--- src/rtl/hps_spi_bridge_if.sv ---
// ============================================================================
//  Module      : hps_spi_bridge_if
//  Description : Signal bundle between the HPS-side SPI master / core logic
//                and the hps_spi_bridge SPI-slave bridge.
//  Revision    : 1.0 - initial release
// ============================================================================
`default_nettype none

interface hps_spi_bridge_if #(
    parameter int WORD_W = 16,
    parameter int IDX_W  = 8
);
    logic              spi_clk;
    logic              spi_cs;
    logic              spi_mosi;
    logic              spi_miso;
    logic              fpga_enable;
    logic              osd_enable;
    logic              io_enable;
    logic [WORD_W-1:0] gp_in;
    logic [WORD_W-1:0] tx_data;
    logic              tx_valid;
    logic              tx_ready;
    logic              tx_flush;
    logic [WORD_W+4:0] gp_out;
    logic [IDX_W-1:0]  rx_index;
    logic              io_strobe;
    logic              frame_start;
    logic              frame_end;

    // Bridge side
    modport slave (
        input  spi_clk, spi_cs, spi_mosi,
        input  fpga_enable, osd_enable, io_enable,
        input  gp_in, tx_data, tx_valid, tx_flush,
        output spi_miso, tx_ready, gp_out, rx_index,
        output io_strobe, frame_start, frame_end
    );

    // HPS / core side
    modport master (
        output spi_clk, spi_cs, spi_mosi,
        output fpga_enable, osd_enable, io_enable,
        output gp_in, tx_data, tx_valid, tx_flush,
        input  spi_miso, tx_ready, gp_out, rx_index,
        input  io_strobe, frame_start, frame_end
    );
endinterface

`default_nettype wire

--- src/rtl/hps_spi_bridge.sv ---
// ============================================================================
//  Module      : hps_spi_bridge
//  Description : Mode-0 SPI-slave bridge between the HPS and the core.
//                Oversamples the SPI pins on sys_clk, receives words into
//                gp_out/rx_index with an io_strobe pulse, and transmits words
//                from a small TX FIFO, falling back to gp_in when it is empty.
//  Revision    : 1.0 - initial release
// ============================================================================
`default_nettype none

module hps_spi_bridge #(
    parameter int WORD_W      = 16,
    parameter int TX_DEPTH    = 4,
    parameter int IDX_W       = 8,
    parameter int SYNC_STAGES = 2
) (
    input  logic            sys_clk,
    input  logic            reset,
    hps_spi_bridge_if.slave bus
);

    localparam int c_BIT_W = $clog2(WORD_W);
    localparam int c_PTR_W = $clog2(TX_DEPTH);
    localparam int c_CNT_W = c_PTR_W + 1;
    localparam logic [c_BIT_W-1:0] c_LAST_BIT = c_BIT_W'(WORD_W - 1);
    localparam logic [c_CNT_W-1:0] c_FULL     = c_CNT_W'(TX_DEPTH);
    localparam logic [IDX_W-1:0]   c_IDX_MAX  = {IDX_W{1'b1}};

    typedef enum logic [0:0] {
        ST_IDLE   = 1'b0,
        ST_ACTIVE = 1'b1
    } state_t;

    // ---------------- synchroniser / edge detect ----------------
    // Bit order: {io_en, osd_en, fpga_en, mosi, cs, sck}
    logic [5:0]                  w_async;
    logic [SYNC_STAGES-1:0][5:0] r_sync;
    logic [5:0]                  w_synced;
    logic [1:0]                  r_ctl_d;   // previous synced {cs, sck}
    logic [2:0]                  r_en;      // enables, one stage past the synchroniser

    assign w_async  = {bus.io_enable, bus.osd_enable, bus.fpga_enable,
                       bus.spi_mosi, bus.spi_cs, bus.spi_clk};
    assign w_synced = r_sync[SYNC_STAGES-1];

    // Synchroniser chain plus the one-cycle history used for edge detection
    always_ff @(posedge sys_clk or posedge reset) begin
        if (reset) begin
            r_sync  <= '0;
            r_ctl_d <= '0;
            r_en    <= '0;
        end else begin
            r_sync  <= {r_sync[SYNC_STAGES-2:0], w_async};
            r_ctl_d <= w_synced[1:0];
            r_en    <= w_synced[5:3];
        end
    end

    logic w_sck_rise, w_sck_fall, w_cs_fall, w_cs_rise, w_mosi;
    assign w_sck_rise =  w_synced[0] & ~r_ctl_d[0];
    assign w_sck_fall = ~w_synced[0] &  r_ctl_d[0];
    assign w_cs_fall  = ~w_synced[1] &  r_ctl_d[1];
    assign w_cs_rise  =  w_synced[1] & ~r_ctl_d[1];
    assign w_mosi     =  w_synced[2];

    // ---------------- frame FSM ----------------
    state_t r_state, w_state_next;
    logic   w_frame_start, w_frame_end, w_load, w_shift, w_rx_shift;
    logic   r_word_done;

    // State register
    always_ff @(posedge sys_clk or posedge reset) begin
        if (reset) r_state <= ST_IDLE;
        else       r_state <= w_state_next;
    end

    // Next state and per-cycle datapath strobes; CS rise beats any clock edge
    always_comb begin
        w_state_next  = r_state;
        w_frame_start = 1'b0;
        w_frame_end   = 1'b0;
        w_load        = 1'b0;
        w_shift       = 1'b0;
        w_rx_shift    = 1'b0;
        case (r_state)
            ST_IDLE: begin
                if (w_cs_fall) begin
                    w_state_next  = ST_ACTIVE;
                    w_frame_start = 1'b1;
                    w_load        = 1'b1;
                end
            end
            ST_ACTIVE: begin
                if (w_cs_rise) begin
                    w_state_next = ST_IDLE;
                    w_frame_end  = 1'b1;
                end else begin
                    w_rx_shift = w_sck_rise;
                    if (w_sck_fall) begin
                        w_load  = r_word_done;
                        w_shift = ~r_word_done;
                    end
                end
            end
            default: w_state_next = ST_IDLE;
        endcase
    end

    // ---------------- TX FIFO ----------------
    logic [WORD_W-1:0]  r_mem [TX_DEPTH];
    logic [c_PTR_W-1:0] r_wr_ptr, r_rd_ptr;
    logic [c_CNT_W-1:0] r_count;
    logic               w_full, w_empty, w_push, w_pop;
    logic [WORD_W-1:0]  w_tx_word;

    assign w_full    = (r_count == c_FULL);
    assign w_empty   = (r_count == '0);
    assign w_push    = bus.tx_valid & ~w_full & ~bus.tx_flush;
    assign w_pop     = w_load & ~w_empty & ~bus.tx_flush;
    // A load while empty or flushing takes the default word instead
    assign w_tx_word = (~w_empty & ~bus.tx_flush) ? r_mem[r_rd_ptr] : bus.gp_in;

    // FIFO storage, pointers and occupancy; flush overrides push and pop
    always_ff @(posedge sys_clk or posedge reset) begin
        if (reset) begin
            for (int i = 0; i < TX_DEPTH; i++) r_mem[i] <= '0;
            r_wr_ptr <= '0;
            r_rd_ptr <= '0;
            r_count  <= '0;
        end else if (bus.tx_flush) begin
            r_wr_ptr <= '0;
            r_rd_ptr <= '0;
            r_count  <= '0;
        end else begin
            if (w_push) begin
                r_mem[r_wr_ptr] <= bus.tx_data;
                r_wr_ptr        <= r_wr_ptr + c_PTR_W'(1);
            end
            if (w_pop) r_rd_ptr <= r_rd_ptr + c_PTR_W'(1);
            if (w_push & ~w_pop)      r_count <= r_count + c_CNT_W'(1);
            else if (~w_push & w_pop) r_count <= r_count - c_CNT_W'(1);
        end
    end

    // ---------------- shifters and counters ----------------
    logic [WORD_W-2:0]  r_rx_sh;
    logic [WORD_W-1:0]  w_rx_next;
    logic [WORD_W-1:0]  r_rx_word;
    logic [WORD_W-1:0]  r_tx_sh;
    logic [c_BIT_W-1:0] r_bit_cnt;
    logic [IDX_W-1:0]   r_word_cnt;
    logic [IDX_W-1:0]   r_rx_index;
    logic               r_strobe_pend, r_io_strobe;
    logic               w_last_bit;

    assign w_rx_next  = {r_rx_sh, w_mosi};
    assign w_last_bit = (r_bit_cnt == c_LAST_BIT);

    // Receive/transmit shifting, word completion and strobe pipeline
    always_ff @(posedge sys_clk or posedge reset) begin
        if (reset) begin
            r_rx_sh       <= '0;
            r_rx_word     <= '0;
            r_tx_sh       <= '0;
            r_bit_cnt     <= '0;
            r_word_cnt    <= '0;
            r_rx_index    <= '0;
            r_word_done   <= 1'b0;
            r_strobe_pend <= 1'b0;
            r_io_strobe   <= 1'b0;
        end else begin
            r_strobe_pend <= w_rx_shift & w_last_bit;
            r_io_strobe   <= r_strobe_pend;
            if (w_frame_start) begin
                r_bit_cnt  <= '0;
                r_word_cnt <= '0;
            end
            if (w_rx_shift) begin
                r_rx_sh <= w_rx_next[WORD_W-2:0];
                if (w_last_bit) begin
                    r_bit_cnt   <= '0;
                    r_rx_word   <= w_rx_next;
                    r_rx_index  <= r_word_cnt;
                    r_word_done <= 1'b1;
                    if (r_word_cnt != c_IDX_MAX) r_word_cnt <= r_word_cnt + IDX_W'(1);
                end else begin
                    r_bit_cnt <= r_bit_cnt + c_BIT_W'(1);
                end
            end
            if (w_load) begin
                r_tx_sh     <= w_tx_word;
                r_word_done <= 1'b0;
            end else if (w_shift) begin
                r_tx_sh <= {r_tx_sh[WORD_W-2:0], 1'b0};
            end
        end
    end

    // ---------------- outputs ----------------
    assign bus.spi_miso    = (r_state == ST_ACTIVE) & r_tx_sh[WORD_W-1];
    assign bus.tx_ready    = ~w_full;
    assign bus.gp_out      = {r_en, 2'b00, r_rx_word};
    assign bus.rx_index    = r_rx_index;
    assign bus.io_strobe   = r_io_strobe;
    assign bus.frame_start = w_frame_start;
    assign bus.frame_end   = w_frame_end;

endmodule

`default_nettype wire

--- src/flat_wrapper.sv ---
// flat-port wrapper written by rule: the top's interface ports become plain ports
module hps_spi_bridge_flat 
#(
    parameter int WORD_W      = 16,
    parameter int TX_DEPTH    = 4,
    parameter int IDX_W       = 8,
    parameter int SYNC_STAGES = 2
)
  (sys_clk, reset, bus_spi_clk, bus_spi_cs, bus_spi_mosi, bus_fpga_enable, bus_osd_enable, bus_io_enable, bus_gp_in, bus_tx_data, bus_tx_valid, bus_tx_flush, bus_spi_miso, bus_tx_ready, bus_gp_out, bus_rx_index, bus_io_strobe, bus_frame_start, bus_frame_end);
  hps_spi_bridge_if #(.WORD_W(WORD_W), .IDX_W(IDX_W)) bus_i ();
  input  logic sys_clk;
  input  logic reset;
  input wire logic [$bits(bus_i.spi_clk)-1:0] bus_spi_clk;
  input wire logic [$bits(bus_i.spi_cs)-1:0] bus_spi_cs;
  input wire logic [$bits(bus_i.spi_mosi)-1:0] bus_spi_mosi;
  input wire logic [$bits(bus_i.fpga_enable)-1:0] bus_fpga_enable;
  input wire logic [$bits(bus_i.osd_enable)-1:0] bus_osd_enable;
  input wire logic [$bits(bus_i.io_enable)-1:0] bus_io_enable;
  input wire logic [$bits(bus_i.gp_in)-1:0] bus_gp_in;
  input wire logic [$bits(bus_i.tx_data)-1:0] bus_tx_data;
  input wire logic [$bits(bus_i.tx_valid)-1:0] bus_tx_valid;
  input wire logic [$bits(bus_i.tx_flush)-1:0] bus_tx_flush;
  output wire logic [$bits(bus_i.spi_miso)-1:0] bus_spi_miso;
  output wire logic [$bits(bus_i.tx_ready)-1:0] bus_tx_ready;
  output wire logic [$bits(bus_i.gp_out)-1:0] bus_gp_out;
  output wire logic [$bits(bus_i.rx_index)-1:0] bus_rx_index;
  output wire logic [$bits(bus_i.io_strobe)-1:0] bus_io_strobe;
  output wire logic [$bits(bus_i.frame_start)-1:0] bus_frame_start;
  output wire logic [$bits(bus_i.frame_end)-1:0] bus_frame_end;
  assign bus_i.spi_clk = bus_spi_clk;
  assign bus_i.spi_cs = bus_spi_cs;
  assign bus_i.spi_mosi = bus_spi_mosi;
  assign bus_i.fpga_enable = bus_fpga_enable;
  assign bus_i.osd_enable = bus_osd_enable;
  assign bus_i.io_enable = bus_io_enable;
  assign bus_i.gp_in = bus_gp_in;
  assign bus_i.tx_data = bus_tx_data;
  assign bus_i.tx_valid = bus_tx_valid;
  assign bus_i.tx_flush = bus_tx_flush;
  assign bus_spi_miso = bus_i.spi_miso;
  assign bus_tx_ready = bus_i.tx_ready;
  assign bus_gp_out = bus_i.gp_out;
  assign bus_rx_index = bus_i.rx_index;
  assign bus_io_strobe = bus_i.io_strobe;
  assign bus_frame_start = bus_i.frame_start;
  assign bus_frame_end = bus_i.frame_end;
  hps_spi_bridge #(.WORD_W(WORD_W), .TX_DEPTH(TX_DEPTH), .IDX_W(IDX_W), .SYNC_STAGES(SYNC_STAGES)) u_core (.sys_clk(sys_clk), .reset(reset), .bus(bus_i));
endmodule
--- config.mk ---
export PLATFORM = sky130hd
export DESIGN_NAME = hps_spi_bridge_flat
export DESIGN_NICKNAME = d
export VERILOG_FILES = /design/src/rtl/hps_spi_bridge_if.sv /design/src/rtl/hps_spi_bridge.sv /design/src/flat_wrapper.sv
export SDC_FILE = /design/constraint.sdc
export NUM_CORES = 1
export LEC_CHECK = 0
export ABC_CLOCK_PERIOD_IN_PS = 7600
export CAP_MARGIN = 10
export CORE_MARGIN = 4
export CORE_UTILIZATION = 50
export CTS_BUF_LIST = sky130_fd_sc_hd__clkbuf_4 sky130_fd_sc_hd__clkbuf_8 sky130_fd_sc_hd__clkbuf_16
export DETAILED_ROUTE_END_ITERATION = 10
export GPL_TIMING_DRIVEN = 0
export HOLD_SLACK_MARGIN = 0.06
export PLACE_DENSITY = 0.72
export SYNTH_ARGS = -nofsm -noshare
export SYNTH_HDL_FRONTEND = slang
export SYNTH_SLANG_ARGS = --single-unit
--- constraint.sdc ---
create_clock -name sys_clk -period 7.6 [get_ports sys_clk]
set_input_delay 0.76 -clock sys_clk [delete_from_list [all_inputs] [get_ports sys_clk]]
set_output_delay 0.76 -clock sys_clk [all_outputs]
set_load 0.1 [all_outputs]
==> impl_metrics.ini, run 1 <==
[cts]
clk-insertion-delay-late_ps = 420
clk_transition_reported_paths_ps = 60
post-cts-setup-buffer-count = 0
clk_path_buf_depth = 2
post_cts_hold_buffer_count = 0
cts_buffers = 17
clkSinkCount = 159
cts_tree = yes
cts_h_tree_depth = 4
root_buffer = sky130_fd_sc_hd__clkbuf_16
post_cts_resized = 0

[floorplan]
dieArea_um2 = 15600
die_height_um = 125
floorplan.rows = 42
starting_utilization_of_the_core_area_pct = 51.3
floorplan.io_pins = 76
die-width_um = 125
core_region_area_um2 = 13300

[sta]
max_slew_margin_pct = 34.9
timing.final.setup_violations = 0
max_clock_freq_ghz = 0.295
final-hold-violation-count = 0
final.setup_skew_ps = 6.73
setup_repair_after_global_routing_missed_its_margin = false
finalMaxSlewViolations = 0
period_share_pct = 44.6
worst_slew_pin_slew_ps = 973
min_period_ps = 3390
post_route_setup_tns_ps = 0

[final_layout]
layout_fillers = 1059
multi_input_area_um2 = 2690
total_number_of_nets_in_the_final_design = 723
drive_above_1_share_pct = 20.2
layout-area-overhead-vs-synth_pct = 23.5
layout.area.seq_um2 = 3980
antenna_diode_count = 0
post-route-util_pct = 63.3

[global_routing]
grt_antenna_before_repair = 0
grt_overflow_total = 0
grt_first_pass_wirelength_um = 23300
global_route.usage.total_pct = 18.5
most_used_routing_layer_in_global_routing = met2
first_global_vias = 4722
global_route.usage.met2_pct = 30.6
grt_util_met3_pct = 4.69
grt_max_degree = 88
use_met1_pct = 24.4

[drt]
drt_first_iter_violations = 278
average_wire_length_per_cell_after_detail_routing_um = 16.1
post-route-drc-count = 0
drt_first_pass_iters = 4
ant_nets = 0
vias = 4612
totalWireLength_um = 13900
detail_route.vias_per_cell = 5.34

[logic_synthesis]
netlist_area_um2 = 6850
seq_area_frac_synth_pct = 58.1
synth_cell_types = 50
synth-main-ff-cell = sky130_fd_sc_hd__dfrtp_1
number_of_flops_mapped_to_enable_cells_by_yosys = 0
synthesized_area_per_cell_um2 = 11.8
synthMostInstantiatedCell = sky130_fd_sc_hd__dfrtp_1
synth.largest_area_cell = sky130_fd_sc_hd__dfrtp_1
synth_top_area_share_pct = 58.1
synth-async-reset-ratio_pct = 100
yosys_warnings = 0
synth_cells = 580
yosys-top-cells-count = 159 x sky130_fd_sc_hd__dfrtp_1, 144 x sky130_fd_sc_hd__nand2_1, 67 x sky130_fd_sc_hd__mux2_2
yosys-top-cells-area = sky130_fd_sc_hd__dfrtp_1 58%, sky130_fd_sc_hd__mux2_2 11%, sky130_fd_sc_hd__nand2_1 7.9%
flip_flop_and_latch_count_after_synthesis = 159

[placed_design]
gp_congestion = 0.738
place.port_buffers = 73
place_hpwl_um = 9700

[setup_path]
worstSetupEndpoint = bus_frame_start
regToRegSetupSlack_ps = 4930
critical_path.max_fanout = 9
crit_arrival_ps = 2630
critPathLaunch = u_core.r_state$_DFF_PP0_
worstSetupEndpointType = primary output
worst-endpoint-required_ps = 6840
ff2ff_path_depth = 10
r2r_end = u_core.r_count[2]$_DFFE_PP0P_
critical_path.startpoint_type = register
worstSetupPathType = reg2out
r2r-start = u_core.r_state$_DFF_PP0_

[hold_path]
worstHoldPathType = reg2reg

[power_and_ir_drop]
fin_total_pwr_mw = 2.48
power_dens_cells_nw_per_um2 = 293
static-leakage-power_nw = 3.98
worst_ir_drop_vdd_mv = 0.213

[job]
drv.max_cap_violation_count = 0

[outcome]
status = finished clean
## through the flow
step | std cells | setup slack [ps] | cell area [um2] | hold WS (ps)
after floorplan | 581 | 2550 | 6850 | 331
final | 863 | 4210 | 8450 | 345
after detailed placement | 831 | 4520 | 7830 | 335
after global routing | 863 | 4150 | 8450 | 350
after CTS | 863 | 4190 | 8450 | 348
after global placement | 830 | 726 | 7800 | 333
## where the power goes
part           switching, mW  internal (mW)
Sequential             0.105           1.04
Clock                  0.335          0.539
Combinational          0.211          0.252
## per-layer routing
metal	up-vias	share of wire, %
li1	2183	-
met1	2320	44
met2	95	51
met3	14	3.7
met4	0	1.3
met5	-	0
## logic make-up (layout without fill, tap and decap cells)
logic type | count (synthesis) | count (layout) | synth area share, %
AO/OA/AOI/OAI | 68 | 68 | 7.13
XOR/XNOR | 6 | 6 | 0.768
adder cells (fa/ha/maj) | 7 | 7 | 1.39
buffers and inverters | 38 | 144 | 2.63
flip-flops | 159 | 159 | 58.1
multiplexers | 86 | 86 | 16.7
other | 1 | 2 | 0.0548
AND/OR/NAND/NOR | 215 | 215 | 13.2
## worst max-delay path: stages, from the launching register on
cell and delay (ps):
sky130_fd_sc_hd__dfrtp_1 370, sky130_fd_sc_hd__buf_6 140, sky130_fd_sc_hd__or3b_4 450, sky130_fd_sc_hd__inv_6 120
sky130_fd_sc_hd__clkdlybuf4s50_1 1130
## worst min-delay path by stage
stage,from,end,slack [ps],depth (start not counted)
6_report,u_core.r_sync[4]$_DFF_PP0_,u_core.w_synced[4]$_DFF_PP0_,350,0
5_1_grt,u_core.r_sync[4]$_DFF_PP0_,u_core.w_synced[4]$_DFF_PP0_,350,0
4_1_cts,u_core.w_synced[5]$_DFF_PP0_,u_core.r_en[2]$_DFF_PP0_,350,0
3_5_place_dp,u_core.w_synced[5]$_DFF_PP0_,u_core.r_en[2]$_DFF_PP0_,330,0
3_3_place_gp,u_core.r_strobe_pend$_DFF_PP0_,u_core.bus.io_strobe$_DFF_PP0_,330,0
2_1_floorplan,u_core.r_strobe_pend$_DFF_PP0_,u_core.bus.io_strobe$_DFF_PP0_,330,0
## state kept, by name, indices dropped and copies added (netlist names), 6 cells and up
signal / count
u_core.w_synced: 6
u_core.r_rx_word: 16
u_core.r_rx_sh: 15
u_core.r_sync: 6
u_core.r_mem: 64
u_core.r_tx_sh: 16
u_core.bus.rx_index: 8
u_core.r_word_cnt: 8
## layout make-up
type / instances / share of cell area, %
plain buffers: 28 / 1.63
inverters: 10 / 0.562
flip-flops and latches: 159 / 47.1
repair buffers: 74 / 8.97
clock inverters: 12 / 1.89
clock buffers: 20 / 5.45
multi-input cells: 384 / 31.8
well taps: 176 / 2.60
## layout by cell type (no fill, tap or decap), types with 7 or more instances in the layout
master	count
sky130_fd_sc_hd__and3_1	7
sky130_fd_sc_hd__clkbuf_16	17
sky130_fd_sc_hd__clkdlybuf4s50_1	73
sky130_fd_sc_hd__mux4_2	16
sky130_fd_sc_hd__mux2_2	67
sky130_fd_sc_hd__inv_1	7
sky130_fd_sc_hd__nand3_1	9
sky130_fd_sc_hd__nand2_1	144
sky130_fd_sc_hd__o21ai_0	9
sky130_fd_sc_hd__a21oi_1	16
sky130_fd_sc_hd__clkbuf_1	15
sky130_fd_sc_hd__a211oi_1	14
sky130_fd_sc_hd__dfrtp_1	159
sky130_fd_sc_hd__nor2_1	33
sky130_fd_sc_hd__a21o_1	16
Power figures use the tool's default switching activity.
==> inputs of run 2 (changes only) <==
Settings changed: ABC_CLOCK_PERIOD_IN_PS 7600 to 3490.
Clock period 7.6 ns to 3.49 ns, I/O delays scaled along.
==> run 2 against run 1 <==
Against the previous run: critical path type unchanged; register-to-register slack got worse by 4100 ps; cell count increased by 0.35%; sequential share of layout area decreased by 0.13 points; via count decreased by 0.72%; routed wire length increased by 0.99%.
==> impl_metrics.ini, run 2 (synthesis gave the netlist of run 1 again) <==
[cts]
cts_buffers = 17
clk_transition_reported_paths_ps = 60
post-cts-setup-buffer-count = 0
post_cts_hold_buffer_count = 0
clkSinkCount = 159
clk_path_buf_depth = 2
cts_h_tree_depth = 4
root_buffer = sky130_fd_sc_hd__clkbuf_16
post_cts_resized = 0
clk-insertion-delay-late_ps = 420
cts_tree = yes

[power_and_ir_drop]
worst_ir_drop_vdd_mv = 0.357
sw_ratio_pct = 26.5
p_switching_mw = 1.41
power_dens_cells_nw_per_um2 = 627
cell_internal_pwr_mw = 3.91
static-leakage-power_nw = 3.99
seq_power_share_pct = 46.7
comb_power_share_pct = 19.0
share_clk_of_total_power_pct = 34.2

[setup_path]
critical_path.max_stage_delay_ps = 1140
worstSetupEndpointType = primary output
crit_arrival_ps = 2640
critical_path.max_fanout = 9
timing.critical_path.slowest_stage_cell = sky130_fd_sc_hd__clkdlybuf4s50_1
worst-endpoint-required_ps = 3140
critical_path.cell_chain = buf_6 -> or3b_4 -> inv_6 -> clkdlybuf4s50_1
r2r-start = u_core.r_state$_DFF_PP0_
crit_family = buffers and inverters
worstSetupPathType = reg2out
critical_path_buf_inv_count = 3
critical_path.startpoint_type = register
critPathLaunch = u_core.r_state$_DFF_PP0_

[sta]
setup_repair_after_global_routing_missed_its_margin = false
timing.final.setup_violations = 0
finalMaxSlewViolations = 0
min_period_ps = 2990
period_share_pct = 85.7
final.setup_skew_ps = 6.54
max_slew_margin_pct = 35.0
fin_ws_ps = 501
final-hold-violation-count = 0
worst_hold_slack_ps = 351
max_clock_freq_ghz = 0.335
worst_slew_pin_slew_ps = 972

[global_routing]
grt_first_pass_wirelength_um = 23800
grt_overflow_total = 0
grt_max_degree = 45
global_route.usage.total_pct = 19.0
first_global_vias = 4829
grt_antenna_before_repair = 0

[hold_path]
timing.hold.worst.start = u_core.r_strobe_pend$_DFF_PP0_
worstHoldPathType = reg2reg

[floorplan]
die_height_um = 125
floorplan.rows = 42
core_region_area_um2 = 13300
floorplan.io_pins = 76
dieArea_um2 = 15600
die-width_um = 125
starting_utilization_of_the_core_area_pct = 51.3

[final_layout]
layout-area-overhead-vs-synth_pct = 23.8
total_number_of_nets_in_the_final_design = 726
flip_flop_count_of_the_largest_register_all_copies_and_words_added = 64
drive_above_1_share_pct = 20.6
layout_fillers = 1081
final-instance-count-excl-fill = 866
final_cell_area_um2 = 8480
layout.cells.most_common = sky130_fd_sc_hd__dfrtp_1
antenna_diode_count = 0
max_flop_register = u_core.r_mem
largest_registers = u_core.r_mem x64, u_core.r_rx_word x16, u_core.r_tx_sh x16
final_cell_mix = 159 x sky130_fd_sc_hd__dfrtp_1, 144 x sky130_fd_sc_hd__nand2_1, 73 x sky130_fd_sc_hd__clkdlybuf4s50_1, 67 x sky130_fd_sc_hd__mux2_2, 33 x sky130_fd_sc_hd__nor2_1

[drt]
ant_nets = 0
average_wire_length_per_cell_after_detail_routing_um = 16.2
drt_first_pass_iters = 4
vias = 4579
drt_first_iter_violations = 337
totalWireLength_um = 14000
detail_route.vias_per_cell = 5.29
post-route-drc-count = 0

[placed_design]
pre_cts_slack_ps = 806
gp_congestion = 0.765
dpl.cell_count = 834
instance_area_after_placement_um2 = 7890
place.port_buffers = 73
place_hpwl_um = 9910

[outcome]
status = finished clean

[job]
drv.max_cap_violation_count = 0
run 2: worst paths after layout:
check / endpoint / slack [ps] / cells after the start
min reg2reg: u_core.bus.io_strobe$_DFF_PP0_ / 350 / 0
max in group asynchronous: u_core.r_mem[52]$_DFFE_PP0P_ / 2640 / 4
max reg2reg: u_core.r_count[2]$_DFFE_PP0P_ / 780 / 10
min in group asynchronous: u_core.r_sync[1]$_DFF_PP0_ / 370 / 3
min: u_core.bus.io_strobe$_DFF_PP0_ / 350 / 0
max: bus_frame_start / 500 / 4
run 2: per-stage QoR:
step                      power, mW  utilization [%]  setup TNS (ps)
after global placement         3.45             58.5          -10420
after global routing           5.60             63.5               0
after detailed placement       3.53             59.1               0
after floorplan                3.24                -               0
final                          5.32             63.5               0
after CTS                      5.37             63.5               0
run 2: area by class of cell:
type,instances,area (um2),area share (%)
sequential,159,3980,46.9
clock inverter,13,139,1.64
tap,176,220,2.60
buffer,28,138,1.62
timing repair buffer,77,811,9.56
clock buffer,19,453,5.34
inverter,10,46.3,0.546
multi-input combinational,384,2690,31.7
run 2: power groups by stage:
stage                     combinational (mW)  sequential (mW)  clock (mW)
final                                   1.01             2.49        1.82
after global routing                    1.12             2.53        1.94
after CTS                               1.03             2.48        1.86
after detailed placement                1.02             2.51           0
after global placement                 0.967             2.48           0
after floorplan                        0.782             2.45           0
run 2: worst register-to-register path: stages, from the launching register on:
cell and delay, ps:
sky130_fd_sc_hd__dfrtp_1 370, sky130_fd_sc_hd__buf_6 140, sky130_fd_sc_hd__or3b_4 450, sky130_fd_sc_hd__inv_6 120, sky130_fd_sc_hd__a31oi_4 70, sky130_fd_sc_hd__nor2_1 260, sky130_fd_sc_hd__nor3_1 100, sky130_fd_sc_hd__fa_1 450
sky130_fd_sc_hd__or3b_1 210, sky130_fd_sc_hd__o31ai_1 80, sky130_fd_sc_hd__a2111oi_2 360
run 2: metal layers:
layer  global-route usage [%]  vias to the layer above  share of wire (%)
li1                         -                     2183                  -
met2                     32.5                       90                 52
met3                     4.69                       12                3.7
met4                     5.99                        0                1.0
met5                        0                        -                  0
met1                     24.1                     2294                 44
==> inputs of run 3 (changes only) <==
--- a/config.mk
+++ b/config.mk
@@ -8,5 +8,4 @@
 export ABC_CLOCK_PERIOD_IN_PS = 3490
 export CAP_MARGIN = 10
-export CORE_MARGIN = 4
 export CORE_UTILIZATION = 50
 export CTS_BUF_LIST = sky130_fd_sc_hd__clkbuf_4 sky130_fd_sc_hd__clkbuf_8 sky130_fd_sc_hd__clkbuf_16
==> constraint.sdc (replaced) <==
create_clock -name sys_clk -period 3.49 [get_ports sys_clk]
set_input_delay 0.349 -clock sys_clk [delete_from_list [all_inputs] [get_ports sys_clk]]
set_output_delay 0.349 -clock sys_clk [all_outputs]
set_load 0.05 [all_outputs]
==> run 3 against run 2 <==
Against the previous run: combinational power hardly changed; final area is 0.22% higher; register-to-register slack hardly changed; critical path depth up 6; power grew 1.8%; setup slack improved by 290 ps; clock power is 7% higher; maximum frequency up 11%; first-iteration DRC count down 38%; global-route usage up 2.2 points; die area decreased by 9.4%; worst hold slack got worse by 3.6 ps; largest cell class unchanged; highest routed layer unchanged.
==> impl_metrics.ini, run 3 (synthesis gave the netlist of run 1 again) <==
[outcome]
status = finished clean

[setup_path]
critical_path.startpoint_type = register
critical_path.max_stage_delay_ps = 450
regToRegSetupSlack_ps = 790
r2r_end = u_core.r_count[2]$_DFFE_PP0P_
critical_path_buf_inv_count = 2
ff2ff_path_depth = 10
crit_arrival_ps = 3020
worst-endpoint-required_ps = 3810
critPathLaunch = u_core.r_state$_DFF_PP0_
worstSetupEndpointType = register
critical_path_depth = 10
critical_path.max_fanout = 9
r2r-start = u_core.r_state$_DFF_PP0_
worstSetupEndpoint = u_core.r_count[2]$_DFFE_PP0P_
timing.critical_path.slowest_stage_cell = sky130_fd_sc_hd__or3b_4
crit_family = simple AND/OR/NAND/NOR gates
critical_path.cell_chain = buf_6 -> or3b_4 -> inv_6 -> a31oi_4 -> nor2_1 -> nor3_1 -> fa_1 -> or3b_1 -> o31ai_1 -> a2111oi_2
worstSetupPathType = reg2reg

[power_and_ir_drop]
fin_total_pwr_mw = 5.41
worst_ir_drop_vdd_mv = 0.324
power_dens_cells_nw_per_um2 = 637
static-leakage-power_nw = 4.00

[global_routing]
grt_antenna_before_repair = 0
grt_max_degree = 46
first_global_vias = 4715
grt_overflow_total = 0
global_route.usage.total_pct = 21.2
grt_first_pass_wirelength_um = 23000

[cts]
post_cts_resized = 0
clk-insertion-delay-late_ps = 420
cts_tree = yes
post_cts_hold_buffer_count = 0
cts_h_tree_depth = 4
clkSinkCount = 159
root_buffer = sky130_fd_sc_hd__clkbuf_16
clk_transition_reported_paths_ps = 60
post-cts-setup-buffer-count = 0
cts_buffers = 17
clk_path_buf_depth = 2

[floorplan]
die-width_um = 119
dieArea_um2 = 14200
die_height_um = 119
starting_utilization_of_the_core_area_pct = 51.5
floorplan.rows = 42
floorplan.io_pins = 76
core_region_area_um2 = 13300

[sta]
finalMaxSlewViolations = 0
period_share_pct = 77.3
max_clock_freq_ghz = 0.371
timing.final.setup_violations = 0
worst_slew_pin_slew_ps = 832
worst_hold_slack_ps = 347
setup_repair_after_global_routing_missed_its_margin = false
min_period_ps = 2700
final.setup_skew_ps = 5.95
final-hold-violation-count = 0
post_route_setup_tns_ps = 0
max_slew_margin_pct = 44.4

[placed_design]
place.port_buffers = 73
dpl.cell_count = 833
gp_congestion = 0.766
place_hpwl_um = 9700

[final_layout]
final_cell_mix = 159 x sky130_fd_sc_hd__dfrtp_1, 144 x sky130_fd_sc_hd__nand2_1, 73 x sky130_fd_sc_hd__clkdlybuf4s50_1, 67 x sky130_fd_sc_hd__mux2_2, 33 x sky130_fd_sc_hd__nor2_1
final-instance-count-excl-fill = 865
drive_above_1_share_pct = 20.5
flip_flop_count_of_the_largest_register_all_copies_and_words_added = 64
largest_registers = u_core.r_mem x64, u_core.r_rx_word x16, u_core.r_tx_sh x16
antenna_diode_count = 0
layout_fillers = 1035
layout.cells.most_common = sky130_fd_sc_hd__dfrtp_1
layout-area-overhead-vs-synth_pct = 24.1
post-route-util_pct = 63.9
max_flop_register = u_core.r_mem
total_number_of_nets_in_the_final_design = 725

[hold_path]
timing.hold.worst.start = u_core.w_synced[3]$_DFF_PP0_
worstHoldPathType = reg2reg
hold_depth = 0

[drt]
average_wire_length_per_cell_after_detail_routing_um = 15.8
drt_first_iter_violations = 210
ant_nets = 0
drt_first_pass_iters = 4
detail_route.vias_per_cell = 5.29
post-route-drc-count = 0
vias = 4576
totalWireLength_um = 13700

[job]
drv.max_cap_violation_count = 0
## run 3: cell count changes in the layout (fill, tap and decap cells not counted)
cell,before,now
sky130_fd_sc_hd__clkbuf_4,0,4
sky130_fd_sc_hd__clkinv_4,2,1
sky130_fd_sc_hd__bufinv_16,2,4
sky130_fd_sc_hd__clkbuf_8,2,1
sky130_fd_sc_hd__inv_6,2,1
sky130_fd_sc_hd__clkinvlp_4,6,4
sky130_fd_sc_hd__clkinv_2,3,2
sky130_fd_sc_hd__buf_12,4,3
## run 3: cell type report
class	count	area (um2)	area share, %
multi-input combinational	384	2690	31.7
clock buffer	22	469	5.52
clock inverter	10	161	1.90
inverter	10	46.3	0.545
sequential	159	3980	46.8
timing repair buffer	76	791	9.31
tap	176	220	2.59
buffer	28	138	1.62
## run 3: where the power goes
part	internal, mW	total [mW]	switching (mW)
sequential	2.26	2.49	0.224
clock	1.24	1.95	0.705
combinational	0.553	0.977	0.425
total	4.06	5.41	1.35
## run 3: worst reg2reg max path, delay by kind of cell, from the launching register on
family	cells	cell delay (ps)
AND/OR/NAND/NOR	4	1020
AO/OA/AOI/OAI	3	500
buffers and inverters	2	250
flip-flops	1	370
adder cells (fa/ha/maj)	1	450
## run 3: metrics by stage
step,worst slack (ps),cell area (um2)
3_5_place_dp,799,7870
4_1_cts,789,8500
5_1_grt,659,8500
2_1_floorplan,971,6850
3_3_place_gp,-75.1,7800
6_report,793,8500
## run 3: layer usage
metal / vias up / routed length (um) / global-route usage (%)
li1: 2181 / - / -
met1: 2256 / 6010 / 27.5
met2: 111 / 6800 / 34.2
met3: 28 / 505 / 4.84
met4: 0 / 357 / 9.57
met5: - / 0 / 0
## run 3: worst min path at each step
stage	endpoint	slack, ps
6_report	u_core.r_en[0]$_DFF_PP0_	350
5_1_grt	u_core.r_sync[5]$_DFF_PP0_	350
4_1_cts	u_core.r_en[0]$_DFF_PP0_	350
3_5_place_dp	u_core.r_en[0]$_DFF_PP0_	330
3_3_place_gp	u_core.bus.io_strobe$_DFF_PP0_	340
2_1_floorplan	u_core.bus.io_strobe$_DFF_PP0_	330
